[config.mk]
export PLATFORM = sky130hd
export DESIGN_NAME = fifo_wr_arbiter
export DESIGN_NICKNAME = d
export VERILOG_FILES = /design/src/rtl/fifo_arb_pkg.sv /design/src/rtl/rr_arbiter.sv /design/src/rtl/fifo_wr_arbiter.sv
export SDC_FILE = /design/constraint.sdc
export NUM_CORES = 1
export LEC_CHECK = 0
export ABC_CLOCK_PERIOD_IN_PS = 4950
export CORE_MARGIN = 4
export CORE_UTILIZATION = 44
export DETAILED_ROUTE_END_ITERATION = 10
export PLACE_DENSITY = 0.85
export SYNTH_ARGS = -nofsm -noshare
export SYNTH_HDL_FRONTEND = slang
export SYNTH_HIERARCHICAL = 1
export SYNTH_SLANG_ARGS = --single-unit
[constraint.sdc]
create_clock -name clk -period 4.95 [get_ports clk]
set_input_delay 1.485 -clock clk [delete_from_list [all_inputs] [get_ports clk]]
set_output_delay 1.485 -clock clk [all_outputs]
set_load 0.02 [all_outputs]
[src/rtl/fifo_arb_pkg.sv]
// Shared defaults and the round-robin pick function for the FIFO write arbiter.
// Used by rr_arbiter and fifo_wr_arbiter (import fifo_arb_pkg::*).
package fifo_arb_pkg;

  localparam int FIFO_ARB_DATA_W = 8;
  localparam int FIFO_ARB_N_REQ  = 4;
  localparam int FIFO_ARB_DEPTH  = 16;
  localparam int FIFO_ARB_STAT_W = 16;
  localparam int FIFO_ARB_MAX_N  = 8;

  // Index of the first set bit of valid, searching from last+1 mod n.
  // Returns last when nothing is valid; callers gate with |valid.
  function automatic logic [2:0] rr_pick(
    input logic [7:0] valid,
    input logic [2:0] last,
    input int         n
  );
    logic [2:0] pick;
    logic       found;
    int         idx;
    pick  = last;
    found = 1'b0;
    for (int k = 1; k <= FIFO_ARB_MAX_N; k++) begin
      idx = (int'(last) + k) % n;
      if (k <= n && !found && valid[idx[2:0]]) begin
        pick  = idx[2:0];
        found = 1'b1;
      end
    end
    return pick;
  endfunction

endpackage

[src/rtl/rr_arbiter.sv]
// Round-robin grant: pointer register plus one-hot grant logic.
// Ports: clk, rst, valid[N], enable, advance -> grant[N] (one-hot or zero).
module rr_arbiter
  import fifo_arb_pkg::*;
#(
  parameter int N = FIFO_ARB_N_REQ
) (
  input  logic         clk,
  input  logic         rst,
  input  logic [N-1:0] valid,
  input  logic         enable,
  input  logic         advance,
  output logic [N-1:0] grant
);

  localparam int IW = $clog2(N);

  logic [IW-1:0] last;
  logic [7:0]    valid_w;
  logic [2:0]    pick;

  always_comb begin
    valid_w         = '0;
    valid_w[N-1:0]  = valid;
  end

  assign pick = rr_pick(valid_w, 3'(last), N);

  always_comb begin
    grant = '0;
    if (enable && |valid)
      grant[pick[IW-1:0]] = 1'b1;
  end

  // Reset to N-1 so requester 0 wins the first search.
  always_ff @(posedge clk or posedge rst) begin
    if (rst)
      last <= IW'(N - 1);
    else if (advance)
      last <= pick[IW-1:0];
  end

endmodule

[src/rtl/fifo_wr_arbiter.sv]
// Round-robin write arbiter for the shared FIFO write port, with local
// occupancy tracking. Ports: clk, rst, req_valid/req_data/req_ready,
// wr/data_in (registered), rd/full (observed), credits (free slots).
// Optional FIFO_ARB_STATS_EN adds grant_cnt (16-bit saturating per producer).
module fifo_wr_arbiter
  import fifo_arb_pkg::*;
#(
  parameter int DATA_WIDTH = FIFO_ARB_DATA_W,
  parameter int N_REQ      = FIFO_ARB_N_REQ,
  parameter int DEPTH      = FIFO_ARB_DEPTH,
  localparam int CW        = $clog2(DEPTH + 1)
) (
  input  logic                        clk,
  input  logic                        rst,
  input  logic [N_REQ-1:0]            req_valid,
  input  logic [N_REQ*DATA_WIDTH-1:0] req_data,
  output logic [N_REQ-1:0]            req_ready,
  output logic                        wr,
  output logic [DATA_WIDTH-1:0]       data_in,
  input  logic                        rd,
  input  logic                        full,
  output logic [CW-1:0]               credits
`ifdef FIFO_ARB_STATS_EN
  ,
  output logic [N_REQ*FIFO_ARB_STAT_W-1:0] grant_cnt
`endif
);

  localparam int SW = FIFO_ARB_STAT_W;

  logic [CW-1:0]         occ;
  logic [CW:0]           fill;
  logic                  space;
  logic                  accept;
  logic                  rd_eff;
  logic [DATA_WIDTH-1:0] sel_data;

  // The in-flight write counts as occupied so the last slot is never
  // handed out twice.
  assign fill    = {1'b0, occ} + (CW+1)'(wr);
  assign space   = (fill < (CW+1)'(DEPTH)) && !full;
  assign credits = CW'(DEPTH) - occ - CW'(wr);
  assign accept  = |(req_valid & req_ready);
  assign rd_eff  = rd && (occ != '0);

  rr_arbiter #(
    .N(N_REQ)
  ) u_arb (
    .clk    (clk),
    .rst    (rst),
    .valid  (req_valid),
    .enable (space),
    .advance(accept),
    .grant  (req_ready)
  );

  always_comb begin
    sel_data = '0;
    for (int i = 0; i < N_REQ; i++)
      if (req_ready[i])
        sel_data |= req_data[i*DATA_WIDTH +: DATA_WIDTH];
  end

  always_ff @(posedge clk or posedge rst) begin
    if (rst) begin
      occ     <= '0;
      wr      <= 1'b0;
      data_in <= '0;
    end else begin
      case ({wr, rd_eff})
        2'b10:   occ <= occ + 1'b1;
        2'b01:   occ <= occ - 1'b1;
        default: occ <= occ;
      endcase
      wr <= accept;
      if (accept)
        data_in <= sel_data;
    end
  end

`ifdef FIFO_ARB_STATS_EN
  always_ff @(posedge clk or posedge rst) begin
    if (rst) begin
      grant_cnt <= '0;
    end else begin
      for (int i = 0; i < N_REQ; i++)
        if (req_valid[i] && req_ready[i] &&
            grant_cnt[i*SW +: SW] != {SW{1'b1}})
          grant_cnt[i*SW +: SW] <= grant_cnt[i*SW +: SW] + 1'b1;
    end
  end
`endif

endmodule

==> results.ini <==
[yosys]
synth_area_mm2=0.001247
synthFlopType=dfrtp_1
syn_inst=136
ys_warn_count=6
ys_types=39
avgSynthCellArea_um2=9.172
ys_ff_latch=16
syn_nets=187
ys_async_sr_fraction_pct=100.0
yosysSeqAreaShare_pct=32.30
synth-edff-count=0

[clock_tree]
numCtsBuffers=3
hold_buffers=0
clk_latency_ns=0.29
path_clk_slew_ns=0.09
cts.sinks=16
root_buffer=clkbuf_4
htreeDepth=1
cts_setup_buffers=0
cts_buffer_depth=2
cts_tree=built
cts_resized=0

[sta]
finClkSkew_ns=0.006584
whs_ns=0.5594
rsz0062_at_grt=no
hold_viol=0
finalWorstSetupSlack_ns=0.09389
max_freq_mhz=205.9
slew_headroom_pct=60.68
totalNegativeSetupSlack_ns=0
period_needed_ns=4.856
finalSetupViolations=0
worstMarginPinSlew_ns=0.5835
slew_violations=0
fin_crit_sh_pct=98.10

[grt]
grt_max_degree=21
grt_pass1_vias=1241
antenna_found_initial=0
grt_first_pass_wirelength_mm=5.609
grt_use_total_pct=20.04
overflow=0

[routing]
drtIter0Drc=37
drtPass1Iterations=4
avgRoutedWirePerCell_um=15.95
drcViolationCount=0
drt-total-wl_mm=3.605
vias=1262
ant_nets=0
drt-vias-per-instance=5.584

[finish]
drive_gt1_share_pct=11.79
diodes=0
syn_to_final_growth_pct=52.46
final_common_cell=clkdlybuf4s50_1
instances_no_fill=226
finalNetCount=247
layout_common_cells=clkdlybuf4s50_1 (54), a22oi_1 (18), dfrtp_1 (14)

[worst_setup_path]
endpoint_kind=primary output
worstSetupPathType=in2out
cpLargestDelayFamily=buffers and inverters
worstPathCellList=clkdlybuf4s50_1 > nand2b_1 > a21boi_2 > o211a_1 > nor3_2 > clkdlybuf4s50_1
crit_slowest_cell=clkdlybuf4s50_1
critPathBufInv=2
critPathMaxFanout=5
start_kind=input pin
worstPathRequired_ns=3.46
crit_arrival_ns=3.37
ff2ff_setup_slack_ns=2.20
crit_top_cell=clkdlybuf4s50_1
max_stage_delay_ns=0.63

[placed_design]
dpl.cell_count=222
portBuffers=57
place_congestion=0.8144
place_hpwl_mm=2.959
post-place-ws_ns=0.07853

[floorplan]
std_cell_rows=19
ioPinCount=58
core_area_mm2=0.002734
die_w_um=61.25
start_util_pct=45.63
die_h_um=61.25
die-area_mm2=0.003751

[pwr]
powerDensity_mw_per_mm2=629.1
vdd_ir_drop_max_uv=635.1
leakagePower_nw=0.7956

[flow_run]
maxCapViolCount=0

[outcome]
status=finished, final reports clean

[hold_path]
hold_path_class=reg2reg

==> area by class of cell <==
class                   count  area, um^2
multi-input cells         101       762.0
well taps                  31       38.79
flip-flops and latches     16       402.9
clock buffers               4       36.28
repair buffers             62       615.6
fillers                   221       832.0
inverters                  12       46.29
==> metal layers <==
metal / routed length, um / GRT usage, % / up-vias
li1: - / - / 616
met1: 1381 / 23.42 / 605
met2: 1977 / 33.69 / 29
met3: 138 / 6.080 / 12
met4: 108 / 8.978 / 0
met5: 0 / 0 / -
==> flip-flops by register name, indices dropped and copies added, names as in the netlist <==
name / flops
occ: 5
wr: 1
data_in: 8
u_arb/last: 2
==> metrics by stage <==
step	utilization (%)	total power (W)	area, um^2
after floorplan	-	0.0008011	1247
after global placement	67.96	0.001089	1858
after detailed placement	67.96	0.001118	1858
after CTS	69.29	0.001207	1894
after global routing	69.57	0.001294	1902
final	69.57	0.001196	1902
==> tightest hold or removal path, stage by stage (launching register included) <==
cell and delay [ns]:
dfrtp_1 0.39, nor2_1 0.10, a31oi_1 0.04
==> cell usage after synthesis, types with 2 or more instances <==
cell type	number	share of area (%)
nand2_1	3	0.90
ha_1	11	11
mux2_2	2	1.8
nand3_1	2	0.80
nand2b_1	2	1.0
buf_2	3	1.2
xnor2_1	5	3.5
nor3_1	2	0.80
nor2b_1	3	1.5
a22oi_1	18	11
o41a_1	2	1.8
a31oi_1	9	4.5
dfstp_2	2	4.2
nand3b_1	2	1.2
a21oi_1	5	2.0
inv_1	10	3.0
o21ai_0	5	2.0
nor2_1	11	3.3
dfrtp_1	14	28
o21ai_2	2	1.4
xor2_1	3	2.1
nor3b_2	2	2.0
clkbuf_2	2	0.80
==> logic make-up after synthesis <==
family / Yosys count / synth area share [%]
compound gates: 51 / 29.79
fa+ha+maj: 11 / 11.03
simple gates: 29 / 12.84
mux: 2 / 1.805
flops: 16 / 32.30
buf+inv: 19 / 6.619
xor+xnor: 8 / 5.617
==> where the power goes <==
part | internal (W) | total (W) | switching [W]
logic | 0.000405 | 0.000823 | 0.000418
registers | 0.000208 | 0.000288 | 0.0000807
clock network | 0.0000448 | 0.0000850 | 0.0000402
==> final timing paths <==
kind / start / end / cells after the start
worst max-delay path: req_valid[1] / req_ready[1] / 6
worst min-delay path: data_in[1]$_DFFE_PP0P_ / data_in[1]$_DFFE_PP0P_ / 2
worst max register to register: occ[0]$_DFFE_PP0P_ / u_arb/last[0]$_DFFE_PP1P_ / 12
worst min register to register: data_in[1]$_DFFE_PP0P_ / data_in[1]$_DFFE_PP0P_ / 2
max in group asynchronous: rst / occ[2]$_DFFE_PP0P_ / 2
min in group asynchronous: rst / u_arb/last[0]$_DFFE_PP1P_ / 2
(Power assumes the default switching activity.)
